==> src/rtl/tp_sequencer.sv <==
// tp_sequencer: launches a pulse into the 11-tap delay line, turns the rising
// edges of taps 2/5/8/10 into fixed-width TP1-TP4 pulses, relaunches while
// running and flags a line that never returns its TP4 edge.
module tp_sequencer #(
  parameter int TP_WIDTH     = 10,
  parameter int LAUNCH_WIDTH = 5,
  parameter int TIMEOUT      = 80
) (
  input  logic        clk,
  input  logic        rst_n,
  input  logic        run,
  input  logic        step,
  input  logic        clr_err,
  input  logic [10:0] tap,
  output logic        launch_n,
  output logic        tp1,
  output logic        tp2,
  output logic        tp3,
  output logic        tp4,
  output logic        busy,
  output logic        cycle_done,
  output logic        err_timeout,
  output logic [15:0] cycle_cnt
);

  typedef enum logic [1:0] {
    IDLE   = 2'd0,
    LAUNCH = 2'd1,
    WAIT   = 2'd2
  } state_t;

  localparam logic [3:0] TP_LOAD     = 4'(TP_WIDTH);
  localparam logic [3:0] LAUNCH_LAST = 4'(LAUNCH_WIDTH - 1);
  localparam logic [7:0] WD_LAST     = 8'(TIMEOUT - 1);

  state_t      state, state_next;
  logic [3:0]  tap_sel;
  logic [3:0]  tap_prev;
  logic [3:0]  tap_rise;
  logic [3:0]  arm;
  logic [3:0]  fire;
  logic        step_mode;
  logic [3:0]  launch_cnt;
  logic [7:0]  wd_cnt;
  logic [3:0]  tp_cnt [4];
  logic        start;
  logic        timeout_hit;
  logic        unused_tap_bits;

  // Only taps 2, 5, 8 and 10 generate timing pulses; bit j feeds tp(j+1).
  assign tap_sel         = {tap[10], tap[8], tap[5], tap[2]};
  assign unused_tap_bits = ^{tap[9], tap[7:6], tap[4:3], tap[1:0]};
  assign tap_rise        = tap_sel & ~tap_prev;

  assign busy        = (state != IDLE);
  assign fire        = busy ? (tap_rise & arm) : 4'b0000;
  assign timeout_hit = busy && (wd_cnt == WD_LAST) && !fire[3];

  assign tp1 = (tp_cnt[0] != 4'd0);
  assign tp2 = (tp_cnt[1] != 4'd0);
  assign tp3 = (tp_cnt[2] != 4'd0);
  assign tp4 = (tp_cnt[3] != 4'd0);

  // Next-state decode; a TP4 fire outranks a watchdog expiry on the same clock.
  always_comb begin
    state_next = state;
    start      = 1'b0;
    case (state)
      IDLE: begin
        if (!err_timeout && (run || step)) begin
          state_next = LAUNCH;
          start      = 1'b1;
        end
      end
      LAUNCH, WAIT: begin
        if (fire[3]) begin
          if (run && !step_mode) begin
            state_next = LAUNCH;
            start      = 1'b1;
          end else begin
            state_next = IDLE;
          end
        end else if (timeout_hit) begin
          state_next = IDLE;
        end else if ((state == LAUNCH) && (launch_cnt == LAUNCH_LAST)) begin
          state_next = WAIT;
        end
      end
      default: state_next = IDLE;
    endcase
  end

  // State register; launch_n is registered so the delay line sees a clean edge.
  always_ff @(posedge clk or negedge rst_n) begin
    if (!rst_n) begin
      state    <= IDLE;
      launch_n <= 1'b1;
    end else begin
      state    <= state_next;
      launch_n <= (state_next != LAUNCH);
    end
  end

  // Tap history for rising-edge detection, sampled every clock in every state.
  always_ff @(posedge clk or negedge rst_n) begin
    if (!rst_n) begin
      tap_prev <= 4'b0000;
    end else begin
      tap_prev <= tap_sel;
    end
  end

  // Per-cycle bookkeeping: arm flags, launch width counter and watchdog.
  always_ff @(posedge clk or negedge rst_n) begin
    if (!rst_n) begin
      step_mode  <= 1'b0;
      arm        <= 4'b0000;
      launch_cnt <= 4'd0;
      wd_cnt     <= 8'd0;
    end else if (start) begin
      step_mode  <= !run;
      arm        <= 4'b1111;
      launch_cnt <= 4'd0;
      wd_cnt     <= 8'd0;
    end else begin
      if (timeout_hit) begin
        arm <= 4'b0000;
      end else begin
        arm <= arm & ~fire;
      end
      if (state == LAUNCH) begin
        launch_cnt <= launch_cnt + 4'd1;
      end
      if (busy) begin
        wd_cnt <= wd_cnt + 8'd1;
      end
    end
  end

  // Sticky error flag (set beats clear), cycle-done strobe and cycle counter.
  always_ff @(posedge clk or negedge rst_n) begin
    if (!rst_n) begin
      err_timeout <= 1'b0;
      cycle_done  <= 1'b0;
      cycle_cnt   <= 16'd0;
    end else begin
      if (timeout_hit) begin
        err_timeout <= 1'b1;
      end else if (clr_err) begin
        err_timeout <= 1'b0;
      end
      cycle_done <= fire[3];
      if (fire[3]) begin
        cycle_cnt <= cycle_cnt + 16'd1;
      end
    end
  end

  // Pulse-width counters; a pulse runs to completion regardless of state.
  always_ff @(posedge clk or negedge rst_n) begin
    if (!rst_n) begin
      for (int i = 0; i < 4; i++) begin
        tp_cnt[i] <= 4'd0;
      end
    end else begin
      for (int i = 0; i < 4; i++) begin
        if (fire[i]) begin
          tp_cnt[i] <= TP_LOAD;
        end else if (tp_cnt[i] != 4'd0) begin
          tp_cnt[i] <= tp_cnt[i] - 4'd1;
        end
      end
    end
  end

endmodule

==> config.mk <==
export PLATFORM = sky130hd
export DESIGN_NAME = tp_sequencer
export DESIGN_NICKNAME = d
export VERILOG_FILES = /design/src/rtl/tp_sequencer.sv
export SDC_FILE = /design/constraint.sdc
export NUM_CORES = 1
export LEC_CHECK = 0
export BUFFER_PORTS_ARGS = -buffer_cell sky130_fd_sc_hd__buf_2
export CORE_UTILIZATION = 55
export CTS_BUF_LIST = sky130_fd_sc_hd__clkbuf_8 sky130_fd_sc_hd__clkbuf_16
export CTS_CLUSTER_SIZE = 16
export DETAILED_ROUTE_END_ITERATION = 10
export MAX_ROUTING_LAYER = met4
export PLACE_DENSITY = 0.77
export REMOVE_ABC_BUFFERS = 1
export SETUP_SLACK_MARGIN = 0.1
export SYNTH_ARGS = -nofsm -noshare
export SYNTH_HDL_FRONTEND = slang
export SYNTH_SLANG_ARGS = --single-unit
==> constraint.sdc <==
create_clock -name clk -period 2.2 [get_ports clk]
set_input_delay 0.66 -clock clk [delete_from_list [all_inputs] [get_ports clk]]
set_output_delay 0.66 -clock clk [all_outputs]
set_load 0.1 [all_outputs]
* Word-level counts from Yosys, hierarchy flattened *
Cells that the tools add are included.

storage, ports and cells
  input bits = 16
  word-level logic and storage cells = 82
  output and inout bits = 24
  register bits = 58

cells by class
  reductions and logical operators = 24
  bitwise logic cells = 5
  add/subtract/negate cells = 7
  mux-type cells = 27
  equal/unequal tests = 5

operators with widths
  operator                                                                  count
  4-bit 2-to-1 mux                                                          13
  16-bit by 1-bit adder with 16-bit output (second input constant)          1
  8-bit 2-to-1 mux                                                          2
  2-bit nonzero test                                                        8
  4-bit nonzero test                                                        4
  4-bit by 1-bit subtractor with 4-bit output (second input constant)       4
  4-bit bitwise AND                                                         3
  8-bit by 1-bit adder with 8-bit output (second input constant)            1
  8-bit by 7-bit == test with 1-bit output (second input constant)          1
  2-bit 2-to-1 mux                                                          4
  4-bit inverter                                                            2
  1-bit 2-to-1 mux                                                          6
  1-bit logical AND                                                         5
  4-bit by 1-bit adder with 4-bit output (second input constant)            1
  4-bit by 3-bit == test with 1-bit output (second input constant)          1
  1-bit zero test                                                           4
  2-bit case mux with 2 select lines                                        1
  2-bit by 1-bit == test with 1-bit output (second input constant)          1
  2-bit == test (second input constant)                                     1
  2-bit zero test                                                           1
  2-bit by 1-bit inequality test with 1-bit output (second input constant)  1
  1-bit case mux with 2 select lines                                        1
  2-bit OR reduction                                                        1
  1-bit logical OR                                                          1

* Longest topological paths before layout *
Gate-level depths: netlist of the first run.

  depth in word-level cells = 10
  mapped depth = 9
  gate-level depth less buffers = 7

* Worst setup path before layout of the first run *
OpenSTA, ideal clock, no wires.

  path kind = register to output
  from = register tp_cnt[0] (netlist bit)
  to = output port tp4
  slack = -157 ps
  data required time = 1540 ps
  data arrival time = 1697 ps
  path buffers = 1
  stages on the path, launching flop included = 5
  path through = dfrtp_1 inv_1 ha_1 or3b_2 clkbuf_1

between the ends
  word-level cells in the longest chain between the ends = 1

ends and longest elaborated chain
  element                            RTL line  RTL
  from (decl)                        45        logic [3:0] tp_cnt [4];
  from (signal, indexed assignment)  170       tp_cnt[i] <= tp_cnt[i] - 4'd1;
  4-bit nonzero test                 62        assign tp4 = (tp_cnt[3] != 4'd0);
  to (decl)                          19        output logic tp4,

Every way passes these cells.

* Worst setup path after layout of the first run *
  from = register tp_cnt[1] (netlist bit)
  to = output port tp4

Same word-level chain as after synthesis.

==> impl_metrics.json, run 1 <==
{
  "clock_skew_ps": 6.97,
  "worst_pin_slew_ps": 514,
  "finalWirelength_um": 5380,
  "critPathKind": "register to output pin",
  "cts_sinks": 58,
  "powerDensity_mw_per_mm2": 1470,
  "hold_viol": 0,
  "drive_gt1_share_pct": 31.0,
  "ys_warn_count": 0,
  "p_leak_nw": 1.71,
  "worstPathMaxFanout": 2,
  "num_rows": 25,
  "drt_first_pass_iters": 4,
  "setup_violations": 0,
  "root_buffer": "clkbuf_8",
  "finalPower_mw": 5.13,
  "cts_tree": "built",
  "fp.dieArea_mm2": 0.00529,
  "finalCritPeriodShare_pct": 98.5,
  "drtIter0Drc": 67,
  "fill_cells": 337,
  "dp_hpwl_um": 3500,
  "syn_area_per_cell_um2": 10.9,
  "htree_levels": 3,
  "dp_cells": 354,
  "worstPathRequired_ps": 1540,
  "instances_no_fill": 383,
  "syn_area_mm2": 0.00275,
  "synth-edff-count": 0,
  "clkTransAtPathRegs_ps": 70,
  "numCtsBuffers": 9,
  "gp_congestion": 0.734,
  "ys.flop_type": "dfrtp_1",
  "wl_per_cell_um": 14.0,
  "fmax_mhz": 461,
  "synth_cells": 253,
  "start_util_pct": 57.9,
  "async_flop_share_pct": 100,
  "irDropWorstVdd_mv": 0.833,
  "insertion_delay_ps": 340,
  "ff_latch_area_mm2": 0.00145,
  "end_kind": "output pin",
  "rsz0062_at_grt": "yes",
  "grt_pass1_wl_um": 8770,
  "io_buffers": 32,
  "fin_nets": 341,
  "slew-limit-headroom_pct": 65.3,
  "arrival_ps": 1510,
  "multi_input_comb_area_mm2": 0.00127,
  "ant_nets": 0,
  "maxSlewViolCount": 0,
  "cp-start-kind": "register",
  "area_delta_synth_final_pct": 27.1,
  "fin_crit_ps": 2170,
  "cts_buffer_depth": 2,
  "core_mm2": 0.00475,
  "num_vias": 1984,
  "dieWidth_um": 72.7,
  "die_y_um": 72.7,
  "diodes": 0,
  "antenna_found_initial": 0,
  "grt_max_degree": 30,
  "grt-ovfl-total": 0,
  "ys_types": 45,
  "io_pins": 40,
  "ys_ff_latch": 58,
  "post_drt_via_cell_ratio": 5.18,
  "cts_hold_buf": 0,
  "status": "finished, final reports clean",
  "drc": 0,
  "hold_class": "input port to async pin",
  "grt_pass1_vias": 1983,
  "grtUsageTotal_pct": 23.1,
  "maxCapViolations": 0,
  "ys_seq_area_share_pct": 52.8
}
-- cell usage after synthesis, types with 2 or more instances --
master / instances / area share (%)
nor2_1: 21 / 2.9
dfrtp_1: 57 / 52
a211o_1: 2 / 0.64
mux2i_1: 2 / 0.73
and4b_1: 2 / 0.73
or3b_2: 2 / 0.64
o31ai_1: 2 / 0.55
nand3_1: 6 / 1.1
buf_2: 3 / 0.55
or3_1: 4 / 0.91
xor2_1: 14 / 4.5
and4_1: 3 / 0.95
nand2b_1: 2 / 0.45
inv_1: 21 / 2.9
nand2_1: 21 / 2.9
o21ai_0: 7 / 1.3
a31o_2: 4 / 1.3
nand4_1: 9 / 2.0
nor3b_1: 2 / 0.55
xnor2_1: 18 / 5.7
nor3_1: 9 / 1.6
clkbuf_1: 3 / 0.41
ha_1: 14 / 6.4
a21oi_1: 4 / 0.73
-- flip-flops by register name, summed over array words and instances (netlist names) --
signal	count
step_mode	1
cycle_cnt	16
tap_prev	4
launch_cnt	4
arm	4
wd_cnt	8
state	2
err_timeout	1
tp_cnt	16
cycle_done	1
launch_n	1
-- power by group --
part	internal, mW	switching, mW	leakage (nW)
Clock	0.570	0.409	0.113
Combinational	1.02	1.45	0.864
Sequential	1.40	0.286	0.729
-- worst max-delay path, stage by stage, from the launching register on --
cell     delay [ps]
dfrtp_1         390
inv_2            80
ha_4            120
or3b_4          400
buf_12          180
-- placed cells by master, fill, tap and decap left out, types with 5 or more instances in the layout --
cell and n:
nand2_1 21, ha_4 5, xor2_1 14, nor3_1 9, inv_2 11, clkbuf_8 11
buf_2 27, nand4_1 9, dfrtp_1 57, buf_4 21, o21ai_0 7, buf_12 6
nor2_1 21, nand3_1 6, inv_1 13, ha_1 9, xnor2_1 18
-- kinds of logic (layout without fill, tap and decap cells) --
kind of cell,count (synthesis),after routing,share of synthesized area [%]
compound gates,25,25,6.50
xor+xnor,32,32,10.2
fa+ha+maj,14,14,6.36
buf+inv,28,91,4.23
flops,58,58,52.8
mux,3,3,1.14
simple gates,93,93,18.8
-- repair_timing --
item / CTS / global route
resized for setup: 35 / 8
gates cloned: 0 / 0
buffers inserted: 8 / 5
pin swaps: 1 / 0
endpoints found under the setup margin: 5 / 5
-- routing by layer --
metal	global-route usage [%]	wire length [um]	share of wire [%]	vias up
met5	-	0	0	-
met4	9.37	102	1.9	0
met3	8.29	212	3.9	14
met2	35.9	2580	48	30
met1	27.4	2480	46	961
li1	-	-	-	979
-- path summary, 6_finish.rpt --
kind                          startpoint             to  slack (ps)  cells past startpoint
hold / removal                     rst_n      wd_cnt[4]         230                      1
setup / recovery               tp_cnt[1]            tp4          30                      4
hold reg to reg            cycle_cnt[15]  cycle_cnt[15]         470                      1
max in group asynchronous          rst_n       launch_n        1370                      2
min in group clk                  tap[8]    tap_prev[2]         440                      1
setup reg to reg                state[0]  cycle_cnt[13]         310                      6
-- metrics by stage --
stage / util, % / setup TNS (ps) / hold WS [ps] / cell area [um2] / setup WS [ps]
finish: 73.6 / 0 / 234 / 3500 / 33.0
global route: 73.6 / -26.8 / 250 / 3500 / -18.9
CTS: 71.9 / 0 / 237 / 3420 / 30.4
detailed placement: 64.2 / 0 / 468 / 3050 / 72.6
global placement: 64.2 / 0 / 452 / 3050 / 104
floorplan: - / -15.1 / 364 / 2720 / -15.1
-- area by class of cell --
cell class,count,area share [%]
clock buffers,11,4.33
well taps,67,2.40
multi-input cells,167,36.4
inverters,21,2.25
clock inverters,5,1.32
flip-flops and latches,58,41.5
repair buffers,54,11.8
Power figures use the tool's default switching activity.
==> inputs of run 2 (changes only) <==
==> constraint.sdc (replaced) <==
create_clock -name clk -period 2.2 [get_ports clk]
set_input_delay 0.55 -clock clk [delete_from_list [all_inputs] [get_ports clk]]
set_output_delay 0.55 -clock clk [all_outputs]
set_load 0.1 [all_outputs]
==> impl_metrics.json, run 2 (synthesized netlist as in run 1, its figures left out) <==
{
  "status": "finished, final reports clean",
  "gp_congestion": 0.762,
  "fmax_mhz": 483,
  "drtIter0Drc": 157,
  "grt_max_degree": 59,
  "hold_class": "input port to async pin",
  "post_drt_via_cell_ratio": 5.32,
  "slew-limit-headroom_pct": 59.3,
  "ant_nets": 0,
  "critPathSlowestCell": "dfrtp_1",
  "final_cell_mix": "dfrtp_1, buf_2, nor2_1, nand2_1, xnor2_1",
  "p_leak_nw": 1.64,
  "grt_pass1_wl_um": 8780,
  "numCtsBuffers": 9,
  "crit_family": "flip-flops",
  "rsz0062_at_grt": "yes",
  "core_mm2": 0.00475,
  "num_vias": 1988,
  "dp_hpwl_um": 3450,
  "grtUsageTotal_pct": 23.0,
  "io_pins": 40,
  "dieWidth_um": 72.7,
  "r2r_cells": 6,
  "worst_slack_ps": 128,
  "drive_gt1_share_pct": 27.7,
  "drc": 0,
  "finalCritPeriodShare_pct": 94.2,
  "cts_hold_buf": 0,
  "worstPathMaxFanout": 3,
  "top_regs": "cycle_cnt x16, tp_cnt x16, wd_cnt x8",
  "multi_input_comb_area_mm2": 0.00123,
  "num_rows": 25,
  "fill_cells": 353,
  "cp_num_buf_inv": 2,
  "clock_skew_ps": 7.05,
  "hold_viol": 0,
  "grt_pass1_vias": 2002,
  "fin_nets": 333,
  "end_kind": "output pin",
  "pre_cts_ws_ps": 185,
  "antenna_found_initial": 0,
  "wl_per_cell_um": 14.1,
  "arrival_ps": 1520,
  "drt_first_pass_iters": 4,
  "irDropWorstVdd_mv": 0.796,
  "cp-start-kind": "register",
  "worstPathRequired_ps": 1650,
  "worst_pin_slew_ps": 602,
  "critPathKind": "register to output pin",
  "die_y_um": 72.7,
  "dp_cells": 351,
  "finalWirelength_um": 5290,
  "insertion_delay_ps": 340,
  "start_util_pct": 57.9,
  "maxCapViolations": 0,
  "io_buffers": 32,
  "cts_sinks": 58,
  "path_cells": "inv_2 > ha_4 > or3b_4 > buf_12",
  "fin_crit_ps": 2070,
  "htree_levels": 3,
  "area_delta_synth_final_pct": 22.7,
  "critical-path-max-stage-delay_ps": 410,
  "maxSlewViolCount": 0,
  "cts_buffer_depth": 2,
  "setup_violations": 0,
  "instances_no_fill": 374,
  "path_depth": 4,
  "final.setup.tns_ps": 0,
  "finalPower_mw": 4.91,
  "grt-ovfl-total": 0,
  "diodes": 0,
  "cts_tree": "built",
  "powerDensity_mw_per_mm2": 1450,
  "final_common_cell": "dfrtp_1",
  "root_buffer": "clkbuf_8",
  "fp.dieArea_mm2": 0.00529,
  "clkTransAtPathRegs_ps": 60,
  "ff_latch_area_mm2": 0.00145
}
==> run 2: final timing paths <==
check / startpoint / to / slack [ps]
max in group asynchronous: rst_n / launch_n / 1710
max: tp_cnt[1] / tp4 / 130
min reg2reg: cycle_cnt[15] / cycle_cnt[15] / 470
min: rst_n / cycle_cnt[10] / 200
min in group clk: tap[8] / tap_prev[2] / 330
max reg2reg: state[0] / cycle_cnt[15] / 330
==> run 2: metrics by stage <==
stage | hold slack, ps | utilization, % | cell area, um2
finish | 196 | 71.1 | 3380
global route | 234 | 71.1 | 3380
CTS | 214 | 69.2 | 3290
detailed placement | 468 | 63.8 | 3030
global placement | 452 | 63.8 | 3030
floorplan | 254 | - | 2720
==> run 2: worst reg2reg max path: cells and delay by family, from the launching register on <==
kind	cells	cell delay (ps)
flops	1	430
buf+inv	1	60
xor+xnor	1	150
fa+ha+maj	1	190
simple gates	3	950
==> run 2: timing repair <==
| item | CTS | global route |
|---|---|---|
| setup buffers | 3 | 5 |
| gates cloned | 0 | 0 |
| pin swaps | 0 | 2 |
| resized for setup | 15 | 16 |
| endpoints found under the setup margin | 5 | 5 |
==> run 2: report_power, final <==
group | switching [mW] | total, mW | internal (mW)
Sequential | 0.279 | 1.68 | 1.40
Combinational | 1.40 | 2.30 | 0.900
Clock | 0.397 | 0.932 | 0.535
Total | 2.08 | 4.91 | 2.83
==> run 2: layer usage <==
metal	up-vias	GRT usage [%]	share of wire (%)
met3	8	5.39	3.3
li1	962	-	-
met1	986	27.9	46
met4	0	12.6	2.0
met2	32	35.5	48
met5	-	-	0
==> run 2: final cells by class <==
type | count | share of cell area, %
clock inverter | 5 | 1.41
timing repair buffer | 46 | 10.0
sequential | 58 | 43.0
tap | 67 | 2.48
inverter | 21 | 2.44
multi-input combinational | 167 | 36.6
clock buffer | 10 | 4.07
==> inputs of run 3 (changes only) <==
CORE_ASPECT_RATIO = 0.75   (was default)
==> impl_metrics.json, run 3 (synthesized netlist as in run 1, its figures left out) <==
{
  "drtIter0Drc": 89,
  "io_pins": 40,
  "seq_power_share_pct": 33.0,
  "instances_no_fill": 368,
  "grt-ovfl-total": 0,
  "fill_cells": 315,
  "p_sw_mw": 2.13,
  "cts_tree": "built",
  "drt_first_pass_iters": 4,
  "ant_nets": 0,
  "grt_pass1_wl_um": 9160,
  "drive_gt1_share_pct": 29.6,
  "grt_max_degree": 40,
  "numCtsBuffers": 9,
  "finalCritPeriodShare_pct": 95.0,
  "final_common_cell": "dfrtp_1",
  "antenna_found_initial": 0,
  "worstPathRequired_ps": 1650,
  "p_int_mw": 2.90,
  "irDropWorstVdd_mv": 0.767,
  "num_rows": 21,
  "worstPathMaxFanout": 2,
  "powerDensity_mw_per_mm2": 1470,
  "finalWirelength_um": 5200,
  "gp_congestion": 0.805,
  "wl_per_cell_um": 14.1,
  "switching_share_pct": 42.3,
  "rsz0062_at_grt": "yes",
  "maxCapViolations": 0,
  "arrival_ps": 1540,
  "post_drt_via_cell_ratio": 5.33,
  "core_mm2": 0.00462,
  "power_frac_comb_pct": 47.3,
  "insertion_delay_ps": 350,
  "clock_skew_ps": 9.56,
  "io_buffers": 32,
  "area_delta_synth_final_pct": 24.3,
  "maxSlewViolCount": 0,
  "pwr-share-clk_pct": 19.7,
  "grtUsageTotal_pct": 23.2,
  "cts_sinks": 58,
  "dp_cells": 342,
  "start_util_pct": 59.5,
  "r2r_cells": 6,
  "status": "finished, final reports clean",
  "fin_crit_ps": 2090,
  "top_regs": "cycle_cnt x16, tp_cnt x16, wd_cnt x8",
  "drc": 0,
  "root_buffer": "clkbuf_8",
  "hold_viol": 0,
  "dp_hpwl_um": 3490,
  "setup_violations": 0,
  "final.setup.tns_ps": 0,
  "cts_buffer_depth": 2,
  "fmax_mhz": 479,
  "cts_hold_buf": 0,
  "cp-start-kind": "register",
  "grt_pass1_vias": 1969,
  "num_vias": 1960,
  "slew-limit-headroom_pct": 67.0,
  "hold_class": "input port to async pin",
  "worst_pin_slew_ps": 488,
  "p_leak_nw": 1.66,
  "diodes": 0,
  "dieWidth_um": 83.7,
  "fp.dieArea_mm2": 0.00529,
  "die_y_um": 63.3,
  "final_cell_mix": "dfrtp_1, buf_2, nor2_1, nand2_1, xnor2_1",
  "critPathKind": "register to output pin",
  "r2r_start": "state[0]",
  "r2r-end": "cycle_cnt[13]",
  "clkTransAtPathRegs_ps": 70,
  "htree_levels": 3,
  "fin_nets": 336,
  "end_kind": "output pin",
  "ff2ff_setup_slack_ps": 300
}
==> run 3: worst max path at each step <==
| stage | slack, ps | end | start | depth (start not counted) |
|---|---|---|---|---|
| final | 110 | tp4 | tp_cnt[1] | 4 |
| after CTS | 20 | tp3 | tp_cnt[4] | 4 |
| after global routing | 50 | tp4 | tp_cnt[0] | 4 |
| after detailed placement | 190 | tp3 | tp_cnt[4] | 4 |
| after global placement | 200 | tp4 | tp_cnt[0] | 4 |
| after floorplan | 70 | arm[2] | state[0] | 5 |
==> run 3: timing repair <==
action / in CTS / in global routing
setup buffers: 5 / 5
pin swaps: 0 / 3
endpoints found under the setup margin: 5 / 7
hold endpoints to repair: 0 / 0
gates resized for setup: 16 / 18
==> run 3: routing by layer <==
layer | global-route usage, % | wire (um) | up-vias
li1 | - | - | 966
met1 | 29.5 | 2510 | 943
met2 | 33.1 | 2320 | 39
met3 | 9.70 | 268 | 12
met4 | 8.69 | 101 | 0
met5 | - | 0 | -
==> run 3: critical path: stages (launching register included) <==
cell and delay (ps):
dfrtp_1 380, inv_1 60, ha_2 170, or3b_4 400, buf_12 180
==> run 3: cell type report <==
cell class	instances	area, um2	share of cell area, %
clock buffer	10	138	4.02
clock inverter	6	66.3	1.94
inverter	21	82.6	2.41
multi-input combinational	167	1220	35.8
sequential	58	1450	42.4
tap	57	71.3	2.08
timing repair buffer	49	387	11.3
==> run 3: power groups by stage <==
stage,clock network [mW],registers [mW],logic (mW)
floorplan,0,1.97,1.26
global placement,0,1.65,2.02
detailed placement,0,1.66,2.08
CTS,1.02,1.65,2.24
global route,1.07,1.70,2.60
finish,0.991,1.66,2.38
==> run 3: metrics by stage <==
step                      hold slack, ps  setup WS, ps  power, mW  area (um2)  utilization, %
after floorplan                      254          66.3       3.23        2720               -
after CTS                            155          24.2       4.90        3340            72.1
final                                156           111       5.04        3420            74.0
after detailed placement             468           187       3.74        3040            65.7
after global routing                 170          53.0       5.38        3420            74.0
after global placement               452           201       3.66        3040            65.7
